==> src/rtl/pipe_pkg.sv <==
// Shared pipeline definitions: datapath widths, register-address/word types
// and the hardwired zero-register index.
package pipe_pkg;

    localparam int NREG = 32;
    localparam int DW   = 32;
    localparam int AW   = 5;

    typedef logic [AW-1:0] reg_addr_t;
    typedef logic [DW-1:0] word_t;

    localparam reg_addr_t REG_ZERO = 5'd0;

    // True when the address names the hardwired zero register.
    function automatic logic is_zero_reg(input reg_addr_t addr);
        return (addr == REG_ZERO);
    endfunction

endpackage

==> src/rtl/wb_regfile_if.sv <==
// Write-back / register-file bus: MEM/WB inputs, decode read ports and
// debug outputs. The master side is the pipeline, the slave side is wb_regfile.
interface wb_regfile_if #(
    parameter int CW = 32
);
    import pipe_pkg::*;

    logic             write_MW;
    logic             MemtoReg_MW;
    reg_addr_t        Rd_addr;
    word_t            Mrdata_MW;
    word_t            ALUResult_MW;
    reg_addr_t        rs_addr;
    reg_addr_t        rt_addr;
    word_t            rs_data;
    word_t            rt_data;
    word_t            wb_data;
    logic             wb_valid;
    logic [CW-1:0]    retire_count;

    modport master (
        output write_MW, MemtoReg_MW, Rd_addr, Mrdata_MW, ALUResult_MW,
               rs_addr, rt_addr,
        input  rs_data, rt_data, wb_data, wb_valid, retire_count
    );

    modport slave (
        input  write_MW, MemtoReg_MW, Rd_addr, Mrdata_MW, ALUResult_MW,
               rs_addr, rt_addr,
        output rs_data, rt_data, wb_data, wb_valid, retire_count
    );

endinterface

==> src/rtl/wb_regfile_regfile_core.sv <==
// Architectural register storage: one synchronous write port, two
// asynchronous read ports, register 0 reads as zero, synchronous clear.
module regfile_core
    import pipe_pkg::*;
(
    input  logic      clk,
    input  logic      rst,
    input  logic      we_i,
    input  reg_addr_t waddr_i,
    input  word_t     wdata_i,
    input  reg_addr_t raddr_a_i,
    input  reg_addr_t raddr_b_i,
    output word_t     rdata_a_o,
    output word_t     rdata_b_o
);

    word_t regs_q [NREG];

    // Storage update: clear everything on reset, otherwise commit one write.
    always_ff @(posedge clk) begin
        if (rst) begin
            for (int i = 0; i < NREG; i++) begin
                regs_q[i] <= {DW{1'b0}};
            end
        end else if (we_i && !is_zero_reg(waddr_i)) begin
            regs_q[waddr_i] <= wdata_i;
        end
    end

    // Asynchronous reads with register 0 forced to zero.
    always_comb begin
        rdata_a_o = {DW{1'b0}};
        rdata_b_o = {DW{1'b0}};
        if (!is_zero_reg(raddr_a_i)) begin
            rdata_a_o = regs_q[raddr_a_i];
        end else begin
            rdata_a_o = {DW{1'b0}};
        end
        if (!is_zero_reg(raddr_b_i)) begin
            rdata_b_o = regs_q[raddr_b_i];
        end else begin
            rdata_b_o = {DW{1'b0}};
        end
    end

endmodule

==> src/rtl/wb_regfile.sv <==
// Write-back stage plus register file: selects load data or ALU result,
// commits it, serves two decode read ports and counts retired writes.
// Optional macro WB_BYPASS_EN: read ports return the value being written
// back in the same cycle (write-through) instead of the stored value.
module wb_regfile
    import pipe_pkg::*;
#(
    parameter int CW = 32
) (
    input  logic        clk,
    input  logic        rst,
    wb_regfile_if.slave bus
);

    word_t         wb_data_s;
    logic          commit_s;
    word_t         core_a_s;
    word_t         core_b_s;
    logic          wb_valid_q, wb_valid_d;
    logic [CW-1:0] retire_q, retire_d;

    // Write-back mux and commit gate; reset always wins over a write.
    always_comb begin
        wb_data_s = bus.MemtoReg_MW ? bus.Mrdata_MW : bus.ALUResult_MW;
        commit_s  = bus.write_MW && !is_zero_reg(bus.Rd_addr) && !rst;
    end

    regfile_core u_core (
        .clk       (clk),
        .rst       (rst),
        .we_i      (commit_s),
        .waddr_i   (bus.Rd_addr),
        .wdata_i   (wb_data_s),
        .raddr_a_i (bus.rs_addr),
        .raddr_b_i (bus.rt_addr),
        .rdata_a_o (core_a_s),
        .rdata_b_o (core_b_s)
    );

    // Read-port selection; the core already zeroes register 0 reads.
    always_comb begin
        bus.rs_data = core_a_s;
        bus.rt_data = core_b_s;
`ifdef WB_BYPASS_EN
        if (commit_s && (bus.rs_addr == bus.Rd_addr)) begin
            bus.rs_data = wb_data_s;
        end else begin
            bus.rs_data = core_a_s;
        end
        if (commit_s && (bus.rt_addr == bus.Rd_addr)) begin
            bus.rt_data = wb_data_s;
        end else begin
            bus.rt_data = core_b_s;
        end
`endif
        bus.wb_data = wb_data_s;
    end

    // Next-state for the commit flag and the wrapping retire counter.
    always_comb begin
        wb_valid_d = 1'b0;
        retire_d   = retire_q;
        if (rst) begin
            wb_valid_d = 1'b0;
            retire_d   = {CW{1'b0}};
        end else if (commit_s) begin
            wb_valid_d = 1'b1;
            retire_d   = retire_q + {{(CW-1){1'b0}}, 1'b1};
        end else begin
            wb_valid_d = 1'b0;
            retire_d   = retire_q;
        end
    end

    // Debug/performance state registers.
    always_ff @(posedge clk) begin
        wb_valid_q <= wb_valid_d;
        retire_q   <= retire_d;
    end

    assign bus.wb_valid     = wb_valid_q;
    assign bus.retire_count = retire_q;

endmodule

==> src/flat_wrapper.sv <==
// flat-port wrapper written by rule: the top's interface ports become plain ports
module wb_regfile_flat import pipe_pkg::*;
#(
    parameter int CW = 32
)
  (clk, rst, bus_write_MW, bus_MemtoReg_MW, bus_Rd_addr, bus_Mrdata_MW, bus_ALUResult_MW, bus_rs_addr, bus_rt_addr, bus_rs_data, bus_rt_data, bus_wb_data, bus_wb_valid, bus_retire_count);
  wb_regfile_if #(.CW(CW)) bus_i ();
  input  logic clk;
  input  logic rst;
  input wire logic [$bits(bus_i.write_MW)-1:0] bus_write_MW;
  input wire logic [$bits(bus_i.MemtoReg_MW)-1:0] bus_MemtoReg_MW;
  input wire logic [$bits(bus_i.Rd_addr)-1:0] bus_Rd_addr;
  input wire logic [$bits(bus_i.Mrdata_MW)-1:0] bus_Mrdata_MW;
  input wire logic [$bits(bus_i.ALUResult_MW)-1:0] bus_ALUResult_MW;
  input wire logic [$bits(bus_i.rs_addr)-1:0] bus_rs_addr;
  input wire logic [$bits(bus_i.rt_addr)-1:0] bus_rt_addr;
  output wire logic [$bits(bus_i.rs_data)-1:0] bus_rs_data;
  output wire logic [$bits(bus_i.rt_data)-1:0] bus_rt_data;
  output wire logic [$bits(bus_i.wb_data)-1:0] bus_wb_data;
  output wire logic [$bits(bus_i.wb_valid)-1:0] bus_wb_valid;
  output wire logic [$bits(bus_i.retire_count)-1:0] bus_retire_count;
  assign bus_i.write_MW = bus_write_MW;
  assign bus_i.MemtoReg_MW = bus_MemtoReg_MW;
  assign bus_i.Rd_addr = bus_Rd_addr;
  assign bus_i.Mrdata_MW = bus_Mrdata_MW;
  assign bus_i.ALUResult_MW = bus_ALUResult_MW;
  assign bus_i.rs_addr = bus_rs_addr;
  assign bus_i.rt_addr = bus_rt_addr;
  assign bus_rs_data = bus_i.rs_data;
  assign bus_rt_data = bus_i.rt_data;
  assign bus_wb_data = bus_i.wb_data;
  assign bus_wb_valid = bus_i.wb_valid;
  assign bus_retire_count = bus_i.retire_count;
  wb_regfile #(.CW(CW)) u_core (.clk(clk), .rst(rst), .bus(bus_i));
endmodule
==> config.mk <==
export PLATFORM = sky130hd
export DESIGN_NAME = wb_regfile_flat
export DESIGN_NICKNAME = d
export VERILOG_FILES = /design/src/rtl/pipe_pkg.sv /design/src/rtl/wb_regfile_if.sv /design/src/rtl/wb_regfile_regfile_core.sv /design/src/rtl/wb_regfile.sv /design/src/flat_wrapper.sv
export SDC_FILE = /design/constraint.sdc
export NUM_CORES = 2
export LEC_CHECK = 0
export BUFFER_PORTS_ARGS = -buffer_cell sky130_fd_sc_hd__buf_4
export CAP_MARGIN = 15
export CORE_UTILIZATION = 40
export DETAILED_ROUTE_END_ITERATION = 12
export PLACE_DENSITY = 0.65
export SYNTH_ARGS = -nofsm -noshare
export SYNTH_HDL_FRONTEND = slang
export SYNTH_SLANG_ARGS = --single-unit
==> constraint.sdc <==
create_clock -name clk -period 3.58 [get_ports clk]
set_input_delay 0.716 -clock clk [delete_from_list [all_inputs] [get_ports clk]]
set_output_delay 0.716 -clock clk [all_outputs]
set_load 0.005 [all_outputs]
==> implementation parameters <==
Parameter                              Value

Detailed routing
  M1 wire length    66250 µm
  Initial DRC Count    6053
  Highest metal layer with signal wires    met5
  Via count    ~38000
  Drc violations    20
  Remaining antenna violation count after routing    0
  Routed len/inst    31.90 µm
  Met3 Wirelength    ~23000 µm
  Via-to-Cell Ratio    roughly 6.3
  Number of detailed-routing iterations run before antenna repair    10
  Total met2 wirelength after detailed routing    between 90000 and 100000 µm
  Wire length after detailed routing    ~190000 µm

Yosys
  Area fraction in compound gates after synthesis    3.245%
  Simple-Gate Fraction of Synth Area    ~9%
  Number of flops mapped to enable cells by yosys    between 1000 and 1500
  Fraction of the yosys area taken by sequential cells    between 50% and 60%
  Post-synthesis adder-cell area fraction    less than 1%
  Share of synthesized flip-flops with an asynchronous set or reset    0%
  Distinct cells, synth    48
  Synthesis Warnings    0
  Mux share of post-synthesis cell area    about 26%
  Synth Flop Type    sky130_fd_sc_hd__edfxtp_1
  Total standard cell area after synthesis    about 0.054 mm²
  Number of cells produced by synthesis    3777
  XOR/XNOR share of the synthesized area    less than 1%
  Main combinational cell family by area after synthesis    multiplexers
  Synth Register Bits    approximately 1100
  Mean post-synth cell area    around 14 µm²

Worst setup path
  Largest stage delay on the critical path    around 0.49 ns
  Required @ worst endpoint    between 2 and 3 ns
  Worst Setup End Kind    output pin
  Cell with the largest stage delay on the worst path    sky130_fd_sc_hd__mux4_2
  Arrival time worst endpoint    ~2.9 ns
  Top Family by Delay on Critical Path    multiplexers
  Cell breakdown of the critical path    buf_8 -> buf_12 -> mux4_2 -> mux2_2 -> o21ai_1 -> a21oi_1 -> buf_4
  CP bufs+invs    3
  Category of the worst setup path launch point    input pin
  Maximum fanout along the worst path    20
  Reg-to-reg setup timing slack    1.19 ns
  Category of the critical setup timing path    in -> out

GRT
  Vias in the first global route    roughly 38000
  GRT Residual Overflow    0
  Antenna violations before repair    5
  Maximum number of pins on one net before global-route repair    between 70 and 80
  Global routing usage summed across all routing layers    27.70%
  Wire length of the first global-routing pass    268600 µm

Place
  Cell Area, Placed    0.06087 mm²
  Number of I/O port buffers    roughly 210
  DP Wirelength    between 100000 and 150000 µm
  Routability cong.    ~0.9

Timing
  Final hold slack    between 0.4 and 0.5 ns
  Headroom to the max-slew limit    50.62%
  Fin. max-slew vios    0
  Setup WS post-layout    -0.01541 ns
  Setup repair after global routing missed its margin    no
  Final cycle utilization of the critical path    100.4%
  Worst Clk Skew    0.01018 ns
  Least-Margin Pin Slew    roughly 0.74 ns
  Hold Vio Cnt, Final    0
  Maximum operating frequency    roughly 280 MHz
  Post-layout minimum cycle time    ~3.6 ns
  Count of endpoints failing setup in the final report    2

Layout
  Share of cells above drive strength 1    ~36%
  Final Cell Area    approximately 0.065 mm²
  Commonest cells after routing, fill and taps aside    sky130_fd_sc_hd__nor2_1 (1031), sky130_fd_sc_hd__edfxtp_1 (1024), sky130_fd_sc_hd__buf_4 (530), sky130_fd_sc_hd__mux4_2 (512), sky130_fd_sc_hd__mux2_2 (114)
  Fill cell count    11223
  Fin nets    about 4200
  Antenna cell count    0
  Layout-stage area growth over the synthesis result    19.69%
  Most frequent standard cell in the layout excluding fill and tap cells    sky130_fd_sc_hd__nor2_1
  Final core utilization    48.35%

Run
  Max Cap Violations    0

Die
  Cell row count    around 130
  Number of I/O pins    between 200 and 250
  Initial core utilization    40.39%
  Die H    around 370 µm
  Die footprint    ~0.14 mm²
  Die X    369.3 µm
  Core region area    around 0.13 mm²

Pwr
  Switching part of the total power    ~26%
  Leakage Power    between 20 and 25 nW
  Relative contribution of the clock network to total power    between 30% and 40%
  Power Internal    around 23 mW
  Share of total power in sequential cells    between 40% and 50%
  Total power    between 30 and 40 mW
  Share of power burned in combinational logic    approximately 15%
  Net switching power    about 8 mW
  Cell Pwr Density    between 400 and 500 mW/mm²
  Maximum vdd drop    just under 0.0004 V

Clock network
  Post-CTS setup buffers    0
  Clock tree from TritonCTS    yes
  # clock sinks    around 1100
  Worst-case clock buffer depth    3
  Worst-Skew Late Latency    0.73 ns
  Total of hold buffers inserted after clock tree synthesis    0
  Number of CTS-inserted buffers    around 110
  CTS Root Buffer Type    sky130_fd_sc_hd__clkbuf_16
  Htree depth    3
  Clock Pin Slew Worst Setup and Hold Paths    approximately 0.060 ns

Outcome
  Failing checks    design-rule violations, negative setup slack
  Outcome    finished with violations

Worst hold path
  Type of the worst min-delay path    in -> reg
## state kept, by name (all words and copies together), names as in the netlist
name	count
u_core.bus.wb_valid	1
u_core.u_core.regs_q	1024
u_core.bus.retire_count	32
## stage by stage
step	setup slack, ns	instances	TNS [ns]
detailed placement	-0.4370	5796	-1.776
global placement	-0.4701	5795	-1.752
CTS	0.002713	6002	0
floorplan	0.5499	3808	0
global route	0.003941	6003	0
finish	-0.01541	6003	-0.01891
## layout make-up
type / instances / area [µm²] / area share (%)
flip-flops and latches: 1057 / 31410 / 48.62
multi-input cells: 2323 / 21600 / 33.44
clock inverters: 69 / 688.2 / 1.065
well taps: 1768 / 2212 / 3.424
repair buffers: 613 / 5618 / 8.696
inverters: 36 / 135.1 / 0.2092
clock buffers: 137 / 2938 / 4.547
## cell families (layout without fill, tap and decap cells)
family | count (synthesis) | in the layout
other cells | 1 | 32
fa+ha+maj | 1 | 1
compound gates | 295 | 295
mux | 738 | 738
buf+inv | 428 | 855
flops | 1057 | 1057
simple gates | 1244 | 1244
xor+xnor | 13 | 13
## cell usage after synthesis (3+ instances only)
cell,instances,share of area (%)
sky130_fd_sc_hd__a21oi_1,97,0.90
sky130_fd_sc_hd__a221oi_1,16,0.26
sky130_fd_sc_hd__a22oi_1,48,0.67
sky130_fd_sc_hd__a31oi_1,48,0.56
sky130_fd_sc_hd__and2_1,7,0.081
sky130_fd_sc_hd__and3_1,5,0.058
sky130_fd_sc_hd__buf_1,24,0.17
sky130_fd_sc_hd__buf_2,97,0.90
sky130_fd_sc_hd__buf_4,4,0.056
sky130_fd_sc_hd__clkbuf_1,267,1.9
sky130_fd_sc_hd__dfxtp_1,33,1.2
sky130_fd_sc_hd__edfxtp_1,1024,57
sky130_fd_sc_hd__inv_1,36,0.25
sky130_fd_sc_hd__mux2_2,114,2.4
sky130_fd_sc_hd__mux2i_1,112,2.1
sky130_fd_sc_hd__mux4_2,512,21
sky130_fd_sc_hd__nand2_1,85,0.59
sky130_fd_sc_hd__nand2b_1,33,0.38
sky130_fd_sc_hd__nand3_1,20,0.19
sky130_fd_sc_hd__nand4_1,10,0.12
sky130_fd_sc_hd__nor2_1,1035,7.2
sky130_fd_sc_hd__nor2b_1,14,0.16
sky130_fd_sc_hd__nor4_1,4,0.046
sky130_fd_sc_hd__o21ai_0,65,0.60
sky130_fd_sc_hd__o21ai_1,12,0.11
sky130_fd_sc_hd__or2_2,3,0.035
sky130_fd_sc_hd__or3_1,13,0.15
sky130_fd_sc_hd__xnor2_1,5,0.081
sky130_fd_sc_hd__xor2_1,8,0.13
## power by group through the flow
stage | logic [mW] | clock network (mW) | registers [mW]
global placement | 4.37 | 0 | 14.8
finish | 4.48 | 11.6 | 14.6
global route | 4.62 | 12.1 | 14.6
floorplan | 2.36 | 0 | 14.7
CTS | 4.42 | 11.7 | 14.6
detailed placement | 4.39 | 0 | 14.8
## tightest hold or removal path, cell delays in order
cell	delay (ns)
sky130_fd_sc_hd__buf_4	0.14
sky130_fd_sc_hd__o21ai_0	0.15
sky130_fd_sc_hd__nor2_1	0.07
## path summary, 6_finish.rpt
| check | start | endpoint | cells after the start |
|---|---|---|---|
| setup / recovery | bus_rs_addr[0] | bus_rs_data[1] | 7 |
| hold / removal | bus_write_MW | u_core.bus.wb_valid | 3 |
| setup reg to reg | u_core.bus.retire_count[6] | u_core.bus.retire_count[25] | 5 |
| hold reg to reg | u_core.bus.retire_count[31] | u_core.bus.retire_count[31] | 2 |
## layer usage
layer / track usage [%] / up-vias
met4: 15.39 / 4
met5: 0 / -
met2: 44.40 / 2853
met1: 35.36 / 19584
met3: 5.364 / 492
li1: - / 15107
## repair_timing
action / CTS / global route
gates resized for setup: 19 / 8
cloned: 0 / 1
setup endpoints to repair: 14 / 8
(Power assumes the default switching activity.)
